==> config.mk <==
export PLATFORM = sky130hd
export DESIGN_NAME = serial_add_ctrl
export DESIGN_NICKNAME = d
export VERILOG_FILES = /design/src/rtl/serial_add_pkg.sv /design/src/rtl/serial_fa_bit.sv /design/src/rtl/serial_add_ctrl.sv
export SDC_FILE = /design/constraint.sdc
export NUM_CORES = 1
export LEC_CHECK = 0
export ABC_AREA = 1
export CORE_ASPECT_RATIO = 0.5
export CORE_MARGIN = 2
export CORE_UTILIZATION = 55
export DETAILED_ROUTE_END_ITERATION = 6
export PLACE_DENSITY_LB_ADDON = 0.08
export SLEW_MARGIN = 15
export SYNTH_ARGS = -nofsm -noshare
export SYNTH_HDL_FRONTEND = slang
export SYNTH_SLANG_ARGS = --single-unit
==> constraint.sdc <==
create_clock -name clk_in -period 3 [get_ports clk_in]
set_input_delay 0.6 -clock clk_in [delete_from_list [all_inputs] [get_ports clk_in]]
set_output_delay 0.6 -clock clk_in [all_outputs]
set_load 0.02 [all_outputs]
==> src/rtl/serial_add_pkg.sv <==
// Shared types and constants for the bit-serial adder controller.
package serial_add_pkg;

  typedef enum logic [1:0] {
    IDLE = 2'd0,
    RUN  = 2'd1,
    DONE = 2'd2
  } state_t;

  localparam int WIDTH_DEFAULT = 8;

  // A single-bit counter is still needed when the operand is one bit wide.
  function automatic int cnt_width(input int w);
    return (w > 1) ? $clog2(w) : 1;
  endfunction

endpackage

==> src/rtl/serial_fa_bit.sv <==
// One-bit full adder built from two half-adder gate stages and an OR gate.
module serial_fa_bit (
  input  logic a,
  input  logic b,
  input  logic cin,
  output logic sum,
  output logic cout
);

  logic half_sum;
  logic half_carry;
  logic prop_carry;

  xor x_ha0 (half_sum, a, b);
  and a_ha0 (half_carry, a, b);
  xor x_ha1 (sum, half_sum, cin);
  and a_ha1 (prop_carry, half_sum, cin);
  or  o_cy  (cout, half_carry, prop_carry);

endmodule

==> src/rtl/serial_add_ctrl.sv <==
// Bit-serial adder: one operand bit per cycle, result registered at DONE.
// Define SERIAL_ADD_OVF_EN to add the signed-overflow output ovf_out.
module serial_add_ctrl
  import serial_add_pkg::*;
#(
  parameter int WIDTH = WIDTH_DEFAULT
) (
  input  logic             clk_in,
  input  logic             rst_in,
  input  logic             start_in,
  input  logic [WIDTH-1:0] a_in,
  input  logic [WIDTH-1:0] b_in,
  input  logic             cin_in,
  output logic             busy_out,
  output logic             done_out,
  output logic [WIDTH-1:0] sum_out,
  output logic             cout_out
`ifdef SERIAL_ADD_OVF_EN
  ,
  output logic             ovf_out
`endif
);

  localparam int CW = cnt_width(WIDTH);

  state_t           state;
  state_t           state_next;
  logic [WIDTH-1:0] a_reg;
  logic [WIDTH-1:0] b_reg;
  logic [WIDTH-1:0] result;
  logic             carry;
  logic [CW-1:0]    cnt;
  logic             last_bit;
  logic             fa_sum;
  logic             fa_cout;
`ifdef SERIAL_ADD_OVF_EN
  logic             carry_msb;
`endif

  assign last_bit = (cnt == CW'(WIDTH - 1));
  assign busy_out = (state != IDLE);

  serial_fa_bit u_fa (
    .a    (a_reg[cnt]),
    .b    (b_reg[cnt]),
    .cin  (carry),
    .sum  (fa_sum),
    .cout (fa_cout)
  );

  always_ff @(posedge clk_in) begin
    if (rst_in) state <= IDLE;
    else        state <= state_next;
  end

  always_comb begin
    state_next = state;
    case (state)
      IDLE:    if (start_in) state_next = RUN;
      RUN:     if (last_bit) state_next = DONE;
      DONE:    state_next = IDLE;
      default: state_next = IDLE;
    endcase
  end

  // Sum bits enter at the MSB so the first (LSB) bit ends up in bit 0.
  always_ff @(posedge clk_in) begin
    if (rst_in) begin
      a_reg     <= '0;
      b_reg     <= '0;
      result    <= '0;
      carry     <= 1'b0;
      cnt       <= '0;
      done_out  <= 1'b0;
      sum_out   <= '0;
      cout_out  <= 1'b0;
`ifdef SERIAL_ADD_OVF_EN
      carry_msb <= 1'b0;
      ovf_out   <= 1'b0;
`endif
    end else begin
      done_out <= 1'b0;
      case (state)
        IDLE: begin
          if (start_in) begin
            a_reg <= a_in;
            b_reg <= b_in;
            carry <= cin_in;
            cnt   <= '0;
          end
        end
        RUN: begin
          result <= {fa_sum, result[WIDTH-1:1]};
          carry  <= fa_cout;
          cnt    <= cnt + CW'(1);
`ifdef SERIAL_ADD_OVF_EN
          if (last_bit) carry_msb <= carry;
`endif
        end
        DONE: begin
          sum_out  <= result;
          cout_out <= carry;
          done_out <= 1'b1;
`ifdef SERIAL_ADD_OVF_EN
          ovf_out  <= carry_msb ^ carry;
`endif
        end
        default: ;
      endcase
    end
  end

endmodule

==> results by group <==
Timing
  • Setup_tns: 0 ns
  • Max-slew violations: 0
  • Post-route clock skew: roughly 0.0078 ns
  • Worst slew pin tran: 0.417 ns
  • Final Setup Violations: 0
  • Max Clk Rate: 478 MHz
  • Relative slew slack: 0.719
  • RSZ-0062 raised after global routing: false
  • Final worst-path cycle share: 0.698
  • Worst setup margin: about 0.91 ns
  • Final Hold Vio Count: 0
  • Final min period: 2.09 ns

GRT
  • First-pass GRT wire length: about 5700 microns
  • Initial antenna violation count: 0
  • Global-route usage over all layers: 0.217
  • Largest net degree at the start of global routing: 41
  • Via count of the first global-routing pass: about 1.4k
  • Grt total ovfl: 0

Cells and area
  • Share of cells above drive strength 1: 0.0604
  • Finished Layout Cells: 305
  • Antenna cells: 0
  • Util after Layout: 0.717
  • Final net count: 288
  • Area Overhead vs Synth: 26.1%

Synthesis
  • Netlist area before placement: roughly 1700 sq um
  • Largest area contributor in the netlist: dfxtp_1
  • Synthesized area per cell: between 7 and 8 sq um
  • Top area cells in the synthesized netlist: dfxtp_1 (48%), nand2_1 (23%), a21oi_1 (11%)
  • Seq/Total Area, Yosys: 0.478
  • Yosys cell types: 20
  • Total number of yosys warnings: 0
  • Syn Inst Count: 235
  • Synth top area share: 0.478
  • Synth Net Count: around 260
  • Flops & latches, synth: 40

Placed design
  • Buffers on Ports: 30
  • Dpl cells: 298
  • Post-Place Worst Slack: 1.02 ns
  • DPL Wire Length: roughly 2200 microns
  • GPL Wtd Cong: 0.799

Routing
  • Vias post-DR: 1,488
  • DRT iter0 DRCs: 53
  • Drt pass-1 iters: 4
  • WL final: 3190 microns
  • Drt drc: 0
  • DR vias/cell: 4.88
  • Per-cell routed wire length: about 10 microns
  • Post-DRT Antenna Nets: 0

Pwr
  • Pleak: 0.839 nW
  • VDD IR-drop max: ~0.36 mV
  • PnR Total Power: 1.19 mW
  • PD cells: 562 nW/um^2

Floorplanning
  • Io pins: 31
  • Die area: 3530 sq um
  • Row cnt: 14
  • Chip width: 82.0 microns
  • Starting Density: 0.569
  • Die extent in y: 43.0 microns
  • CORE AREA: 2940 sq um

Setup path
  • Endpoint required time on the critical path: 2.40 ns
  • Max Fanout on Critical Path: 3
  • Setup crit start kind: flip-flop
  • R2R cell count: 9
  • CP endpoint kind: output pin
  • Worst EP arrival: 1.49 ns
  • R2r endpoint: result[7]
  • Worst r2r src: cnt[0]
  • Critical path type: reg2out
  • R2r setup slk: 0.99 ns
  • Crit. Startpoint: state[1]

Clocking
  • CTS tree: built
  • Cts hold-fix bufs: 0
  • Post-cts repair resize count: 0
  • Clock slew at the register clock pins of the worst setup and hold paths: ~0.080 ns
  • H-tree depth: 2
  • TritonCTS buffer count: 5
  • Clk Latency, worst-skew pair: 0.29 ns
  • Post-CTS Repair Setup Buffers: 0
  • Clock Sinks: 40
  • CTS max path bufs: 2
  • Root Buffer: clkbuf_8

Hold path
  • Worst Hold Depth: 2
  • Hold wc startpoint: sum_out[6]
  • Hold WC Path Type: reg2reg
  • WHS Endpoint: sum_out[6]

Status
  • Status: finished clean

Run
  • Max Cap Viol: 0
placed cells by master (no fill, tap or decap), drive strengths merged:
master           n
clkbuf           5
clkdlybuf4s50   30
o21ai            1
nand3            9
dfxtp           40
ha               2
nand2          103
fa               1
nor2             6
inv             26
a21oi           37
bufinv           2
buf              1
nor3             1
clkinv           1
area by class of cell:
cell class,count,area [sq um]
Fill cell,240,832
Sequential cell,40,801
Multi-Input combinational cell,160,719
Timing Repair Buffer,31,308
Inverter,27,104
Clock buffer,5,68.8
Clock inverter,2,60.1
Tap cell,40,50.0
per-stage QoR:
stage	hold slack, ns	cell area, sq um
3_3_place_gp	0.447	1980
3_5_place_dp	0.453	1980
5_1_grt	0.483	2110
6_report	0.462	2110
4_1_cts	0.465	2110
2_1_floorplan	0.440	1670
power by group:
group | total, mW | switching [mW] | internal, mW
sequential | 0.563 | 0.0143 | 0.549
clock | 0.506 | 0.179 | 0.327
combinational | 0.117 | 0.0646 | 0.0521
total | 1.19 | 0.258 | 0.928
synth_stat cells:
cell type and instances:
ha_1 2, nand2_4 1, o21ai_0 1, clkbuf_1 4, nor2_1 3, buf_4 1, fa_1 1, nand2_1 102
nand3_1 9, clkinv_1 1, inv_4 1, nor2_2 1, inv_1 22, dfxtp_1 40, buf_6 2, nor2_4 2
nor3_1 1, a21oi_1 37, inv_2 3, buf_2 1
kinds of logic after synthesis:
| kind of cell | Yosys count | synth area share |
|---|---|---|
| compound gates | 38 | 0.114 |
| flops | 40 | 0.478 |
| fa+ha+maj | 3 | 0.0269 |
| buf+inv | 35 | 0.0919 |
| simple gates | 119 | 0.289 |
layer usage:
layer | share of wire | vias to the layer above | GRT usage
met5 | 0 | - | 0
met4 | 0.015 | 0 | 0.0800
met2 | 0.47 | 28 | 0.353
met1 | 0.46 | 669 | 0.269
met3 | 0.047 | 8 | 0.0702
li1 | - | 783 | -
critical path: stages, from the launching register on:
cell and delay (ns):
dfxtp_1 0.46, nor2_4 0.08, inv_1 0.06, clkdlybuf4s50_1 0.59
worst max path at each step:
stage	end	slack, ns	cells past startpoint
after CTS	busy_out	0.90	3
after global routing	result[7]	0.79	9
final	busy_out	0.91	3
after floorplan	result[7]	1.34	10
after detailed placement	result[7]	1.02	9
after global placement	result[7]	1.04	9
No activity file was read; power rests on OpenSTA's default activity.
